`config.mk`:
```
export PLATFORM = sky130hd
export DESIGN_NAME = carry_save_adder
export DESIGN_NICKNAME = d
export VERILOG_FILES = /design/src/rtl/csa_pkg.sv /design/src/rtl/full_adder_cell.sv /design/src/rtl/carry_save_adder.sv
export SDC_FILE = /design/constraint.sdc
export NUM_CORES = 1
export LEC_CHECK = 0
export CORE_MARGIN = 8
export CORE_UTILIZATION = 43
export DETAILED_ROUTE_END_ITERATION = 8
export PLACE_DENSITY = 0.87
export SLEW_MARGIN = 20
export SYNTH_ARGS = -nofsm -noshare
export SYNTH_HDL_FRONTEND = slang
export SYNTH_SLANG_ARGS = --single-unit
```
`constraint.sdc`:
```
create_clock -name clk -period 0.8 [get_ports clk]
set_input_delay 0.16 -clock clk [delete_from_list [all_inputs] [get_ports clk]]
set_output_delay 0.16 -clock clk [all_outputs]
set_load 0.05 [all_outputs]
```
`src/rtl/csa_pkg.sv`:
```
// Shared sizing helpers for carry-save adder trees.
package csa_pkg;

    localparam int CSA_DEFAULT_WIDTH = 6;

    // Width of a fully resolved a+b+c total: two bits wider than an operand.
    function automatic int csa_sum_width(input int w);
        return w + 2;
    endfunction

endpackage

```
`src/rtl/full_adder_cell.sv`:
```
// One-bit full adder: the per-bit 3:2 compressor used by carry_save_adder.
module full_adder_cell (
    input  logic x,
    input  logic y,
    input  logic z,
    output logic s,
    output logic cy
);

    assign s  = x ^ y ^ z;
    assign cy = (x & y) | (x & z) | (y & z);

endmodule

```
`src/rtl/carry_save_adder.sv`:
```
// Registered 3:2 carry-save adder with a resolved-total convenience output.
module carry_save_adder
    import csa_pkg::*;
#(
    parameter int WIDTH = CSA_DEFAULT_WIDTH
) (
    input  logic               clk,
    input  logic               rst_n,
    input  logic               in_valid,
    input  logic [WIDTH-1:0]   a,
    input  logic [WIDTH-1:0]   b,
    input  logic [WIDTH-1:0]   c,
    output logic               out_valid,
    output logic [WIDTH-1:0]   s,
    output logic [WIDTH:0]     c_out,
    output logic [WIDTH+1:0]   sum
);

    localparam int SUM_W = csa_sum_width(WIDTH);

    logic [WIDTH-1:0] s_next;
    logic [WIDTH-1:0] maj;
    logic [WIDTH:0]   c_out_next;
    logic [SUM_W-1:0] sum_next;

    for (genvar i = 0; i < WIDTH; i++) begin : g_cell
        full_adder_cell u_fa (
            .x  (a[i]),
            .y  (b[i]),
            .z  (c[i]),
            .s  (s_next[i]),
            .cy (maj[i])
        );
    end

    // Carries carry weight 2^(i+1), so the vector is pre-shifted here.
    assign c_out_next = {maj, 1'b0};
    assign sum_next   = SUM_W'(c_out_next) + SUM_W'(s_next);

    always_ff @(posedge clk or negedge rst_n) begin
        if (!rst_n) begin
            out_valid <= 1'b0;
            s         <= '0;
            c_out     <= '0;
            sum       <= '0;
        end else begin
            out_valid <= in_valid;
            if (in_valid) begin
                s     <= s_next;
                c_out <= c_out_next;
                sum   <= sum_next;
            end
        end
    end

endmodule

```
After elaboration in Yosys (flattened, before gate mapping)
Index checks and enable logic that the tools add are counted.

word-level totals
  bits in registers = 21
  latch bits = 0
  bits in writable memories = 0
  memory bits (read-only) = 0
  input port bits = 21
  output and inout bits = 22
  logic and storage cells = 47
  memories kept = 0

cells by class
  add/subtract/negate cells = 1
  $mul = 0
  div/mod/pow operators = 0
  magnitude comparators = 0
  equality and inequality tests = 0
  shift-type cells = 0
  mux-type cells = 0
  bitwise logic cells = 42
  reduce and logical (&&, ||, !) cells = 0

operators with widths
  kind                  number
  bitwise AND 1 bit     18
  bitwise OR 1 bit      12
  bitwise XOR 1 bit     12
  adder 7 x 6 -> 8 bit  1

Logic depth before layout (Yosys ltp)
  depth in word-level cells = 4
  gate-level depth with buffers = 10
  mapped depth without buffers = 10

Hierarchy
Synthesis repeated with hierarchy kept, for this count alone.

second synthesis, totals
  cells, all modules = 77
  area, all modules = 1062.3 um2

by module, submodules not included
  module            instances  cells an instance  area each (um2)  seq. area each (um2)
  carry_save_adder  1          71                 942.2            500.5
  full_adder_cell   6          1                  20.0             0.0

Least setup slack after synthesis
No wires, ideal clock.

  path kind = input -> register
  start = input a[1]
  end = register sum[7]
  library setup time = 124 ps
  arrival = 1807 ps
  data required time = 676 ps
  path slack = -1131 ps
  stages = 10
  buffers on the path = 0
  cell sequence = inv_1 > fa_1 > inv_1 > ha_1 > inv_1 > fa_1 > nor2b_1 > o21a_1 > o21a_1 > o31a_1

on the way
  elaborated cells on any way between the ends = 7
  those cells by class = 1 x add/sub; 6 x bitwise

RTL lines
  element                         RTL line                text
  start, declared                 carry_save_adder.sv:10  input logic [WIDTH-1:0] a,
  bitwise XOR 1 bit (2 in a row)  full_adder_cell.sv:10   assign s = x ^ y ^ z;
  via g_cell[1].u_fa.s            full_adder_cell.sv:6    output logic s,
  adder 7 x 6 -> 8 bit            carry_save_adder.sv:38  assign sum_next = SUM_W'(c_out_next) + SUM_W'(s_next);
  end signal, assigned            carry_save_adder.sv:51  sum <= sum_next;
  end, declared                   carry_save_adder.sv:16  output logic [WIDTH+1:0] sum

The timed path passes the listed nets, and every way through them passes these cells.
A chain may end at the register's enable or synchronous reset.

Worst setup path in the final report
  start = input b[1]
  end = register sum[7]

on the way
  elaborated cells on any way between the ends = 7
  those cells by class = 1 x add/sub; 6 x bitwise

RTL lines
  element                         RTL line                text
  start, declared                 carry_save_adder.sv:11  input logic [WIDTH-1:0] b,
  bitwise XOR 1 bit (2 in a row)  full_adder_cell.sv:10
  via g_cell[1].u_fa.s            full_adder_cell.sv:6
  adder 7 x 6 -> 8 bit            carry_save_adder.sv:38

The timed path passes the listed nets, and every way through them passes these cells.

==> impl_metrics.json <==
{
  "grt-ovfl-total": 0,
  "layout-drive-gt1-share_pct": 75.0,
  "fin_nets": 206,
  "path_max_fanout": 2,
  "ff2ff_path_depth": 3,
  "synth_area_leaders": "dfrtp_1, fa_1, mux2_2, inv_1, ha_1",
  "yosysSeqAreaShare_pct": 44.7,
  "syn_nets": 134,
  "avgSynthCellArea_sq_um": 11.1,
  "rrSetupSlack_ns": -0.24,
  "clock_sinks": 20,
  "drc_errors": 0,
  "grt_use_total_pct": 17.1,
  "synthSimpleGateAreaFrac_pct": 4.69,
  "routed_via_density": 5.19,
  "n_fill_cell": 87,
  "outcome": "complete, but fails checks",
  "synth_top_family_by_area": "adder cells",
  "finClkSkew_ns": 0,
  "post_synth_inst_count": 101,
  "grt_antenna_before_repair": 0,
  "numCtsBuffers": 3,
  "crit_end": "sum[7]$_DFFE_PN0P_",
  "crit_required_ns": 1.00,
  "synth_most_common_cell": "inv_1",
  "synth_seq_cells": 20,
  "ys_warn_count": 0,
  "maxSlewViolCount": 0,
  "timing.final.ws_setup_ns": -1.01,
  "dr.first_iter.drc_count": 47,
  "synth-xor-area-share_pct": 1.56,
  "final-setup-viol-count": 36,
  "cp-startpoint": "b[1]",
  "cp_cell_sequence": "buf_6 > inv_2 > fa_1 > inv_2 > ha_4 > inv_2 > fa_2 > nor2b_4 > o21a_1 > o21a_1 > o31a_1",
  "place_ws_ns": -1.76,
  "wl_per_cell_um": 20.0,
  "synthesis.area_sq_um": 1120,
  "netlist.area_leader.share_pct": 44.7,
  "wl_mm": 4.04,
  "cp_slowest_cell": "fa_1",
  "worstSetupPathType": "input pin to flop",
  "finalCritPeriodShare_pct": 226,
  "grt_pass1_wl_mm": 5.78,
  "synth-edff-count": 0,
  "async_flop_share_pct": 100,
  "hpwlAfterDp_mm": 2.37,
  "yosys.area.top_type": "dfrtp_1",
  "root_buffer": "clkbuf_4",
  "p_leak_uw": 0.00108,
  "io_pins": 43,
  "violations": "negative setup slack",
  "die_area_sq_um": 4490,
  "r2r-end": "s[3]$_DFFE_PN0P_",
  "grt_pass1_vias": 1167,
  "critPathArrivalTime_ns": 2.01,
  "synthAdderAreaFrac_pct": 18.1,
  "timing.rr.start": "s[3]$_DFFE_PN0P_",
  "cts_tree": "done",
  "htreeDepth": 1,
  "multi_input_area_sq_um": 659,
  "ys_types": 25,
  "maxCapViolations": 0,
  "synth_flop_cell": "dfrtp_1",
  "worst_setup_path_start_kind": "input pin",
  "drt_pre_antenna_iters": 4,
  "clk_path_buf_depth": 2,
  "finalHoldViolations": 0,
  "grt_max_degree": 21,
  "postRouteAntennaNets": 0,
  "clk_latency_ns": 0.30,
  "path_clk_slew_ns": 0.12,
  "final_util_pct": 91.1,
  "synth_compound_area_share_pct": 8.94,
  "post-route-min-period_ns": 1.81,
  "layout.cells.non_filler": 202,
  "vdd_drop_max_uv": 2470,
  "synth_common_cells": "inv_1, dfrtp_1, mux2_2",
  "cts_hold_buf": 0,
  "fp.dieW_um": 67.0,
  "cpMostUsedCell": "inv_2",
  "start_util_pct": 45.2,
  "coreArea_sq_um": 2480,
  "crit_path_max_incr_delay_ns": 0.55,
  "setup_tns_ns": -11.85,
  "area_growth_syn_to_layout_pct": 102,
  "seq_area_sq_um": 509,
  "fmax_ghz": 0.552,
  "diodes": 0,
  "routabilityCongestion": 0.781,
  "portBuffers": 41,
  "synth.area.mux_share_pct": 11.4,
  "powerDensity_nw_per_um2": 2320,
  "via_count": 1048,
  "std_cell_rows": 18,
  "power_uw": 5230,
  "die_h_um": 67.0,
  "hp-class": "input pin to async pin",
  "rsz0062_at_grt": "yes",
  "cp-end-kind": "flop",
  "placed_cells": 178
}
## power breakdown
| part | total (uW) | switching [uW] | leakage [uW] | internal, uW |
|---|---|---|---|---|
| logic | 3250 | 1510 | 0.000838 | 1730 |
| registers | 1480 | 257 | 0.000228 | 1220 |
| clock network | 502 | 308 | 0.0000150 | 194 |
## cell type report
| cell class | instances | area share [%] |
|---|---|---|
| repair buffers | 72 | 40.1 |
| multi-input cells | 54 | 29.2 |
| flip-flops and latches | 20 | 22.6 |
| inverters | 22 | 5.32 |
| well taps | 30 | 1.66 |
| clock buffers | 4 | 1.16 |
## through the flow
step / hold slack (ns) / instance area (sq um)
after global routing: 0.201 / 2260
after global placement: 0.520 / 1950
final: 0.188 / 2260
after CTS: 0.212 / 2170
after detailed placement: 0.534 / 1950
after floorplan: -0.136 / 1240
## metal layers
| metal | track usage (%) | routed length [um] | up-vias |
|---|---|---|---|
| li1 | - | - | 459 |
| met1 | 19.2 | 1600 | 528 |
| met2 | 30.6 | 2150 | 53 |
| met3 | 2.85 | 205 | 8 |
| met4 | 8.09 | 82 | 0 |
| met5 | 0 | 0 | - |
## flip-flops by register name, indices dropped and copies added, names as in the netlist
name       flops
s              6
out_valid      1
sum            7
c_out          6
## cell families (layout without fill, tap and decap cells)
kind of cell,Yosys count,in the layout
compound gates,16,16
xor+xnor,2,2
fa+ha+maj,12,12
buf+inv,27,98
flops,20,20
mux,11,11
other cells,1,1
simple gates,12,12
## worst min-delay path by stage
stage                                end  slack, ns  depth (start not counted)
global placement      sum[1]$_DFFE_PN0P_       0.52                          2
finish                  s[0]$_DFFE_PN0P_       0.19                          2
global route            s[5]$_DFFE_PN0P_       0.20                          2
CTS                     s[0]$_DFFE_PN0P_       0.21                          2
floorplan           c_out[1]$_DFFE_PN0P_      -0.14                          0
detailed placement  c_out[6]$_DFFE_PN0P_       0.53                          2
## worst max-delay path, delay by kind of cell
family | cells | cell delay, ns
compound gates | 3 | 0.65
fa+ha+maj | 3 | 0.94
buf+inv | 4 | 0.22
simple gates | 1 | 0.05
## layout by cell type, fill, tap and decap left out, drive strengths merged
cell and count:
conb 1, mux2 11, ha 5, nand2 4
a21o 3, o21a 2, o31a 1, a31oi 1
bufbuf 1, o21ai 3, dfrtp 20, xnor2 2
nand3 1, inv 22, clkdlybuf4s50 1, nand4 1
buf 66, o31ai 1, a21oi 5, clkbuf 6
fa 7, nor2 4, nor2b 1, nor3 1
clkdlybuf4s15 2
## what timing repair did
item,CTS,global route
setup endpoints to repair,40,39
setup buffers,14,7
pin swaps,21,13
gates cloned,1,0
endpoints found under the hold margin,0,0
gates resized for setup,99,19
(Power assumes the default switching activity.)
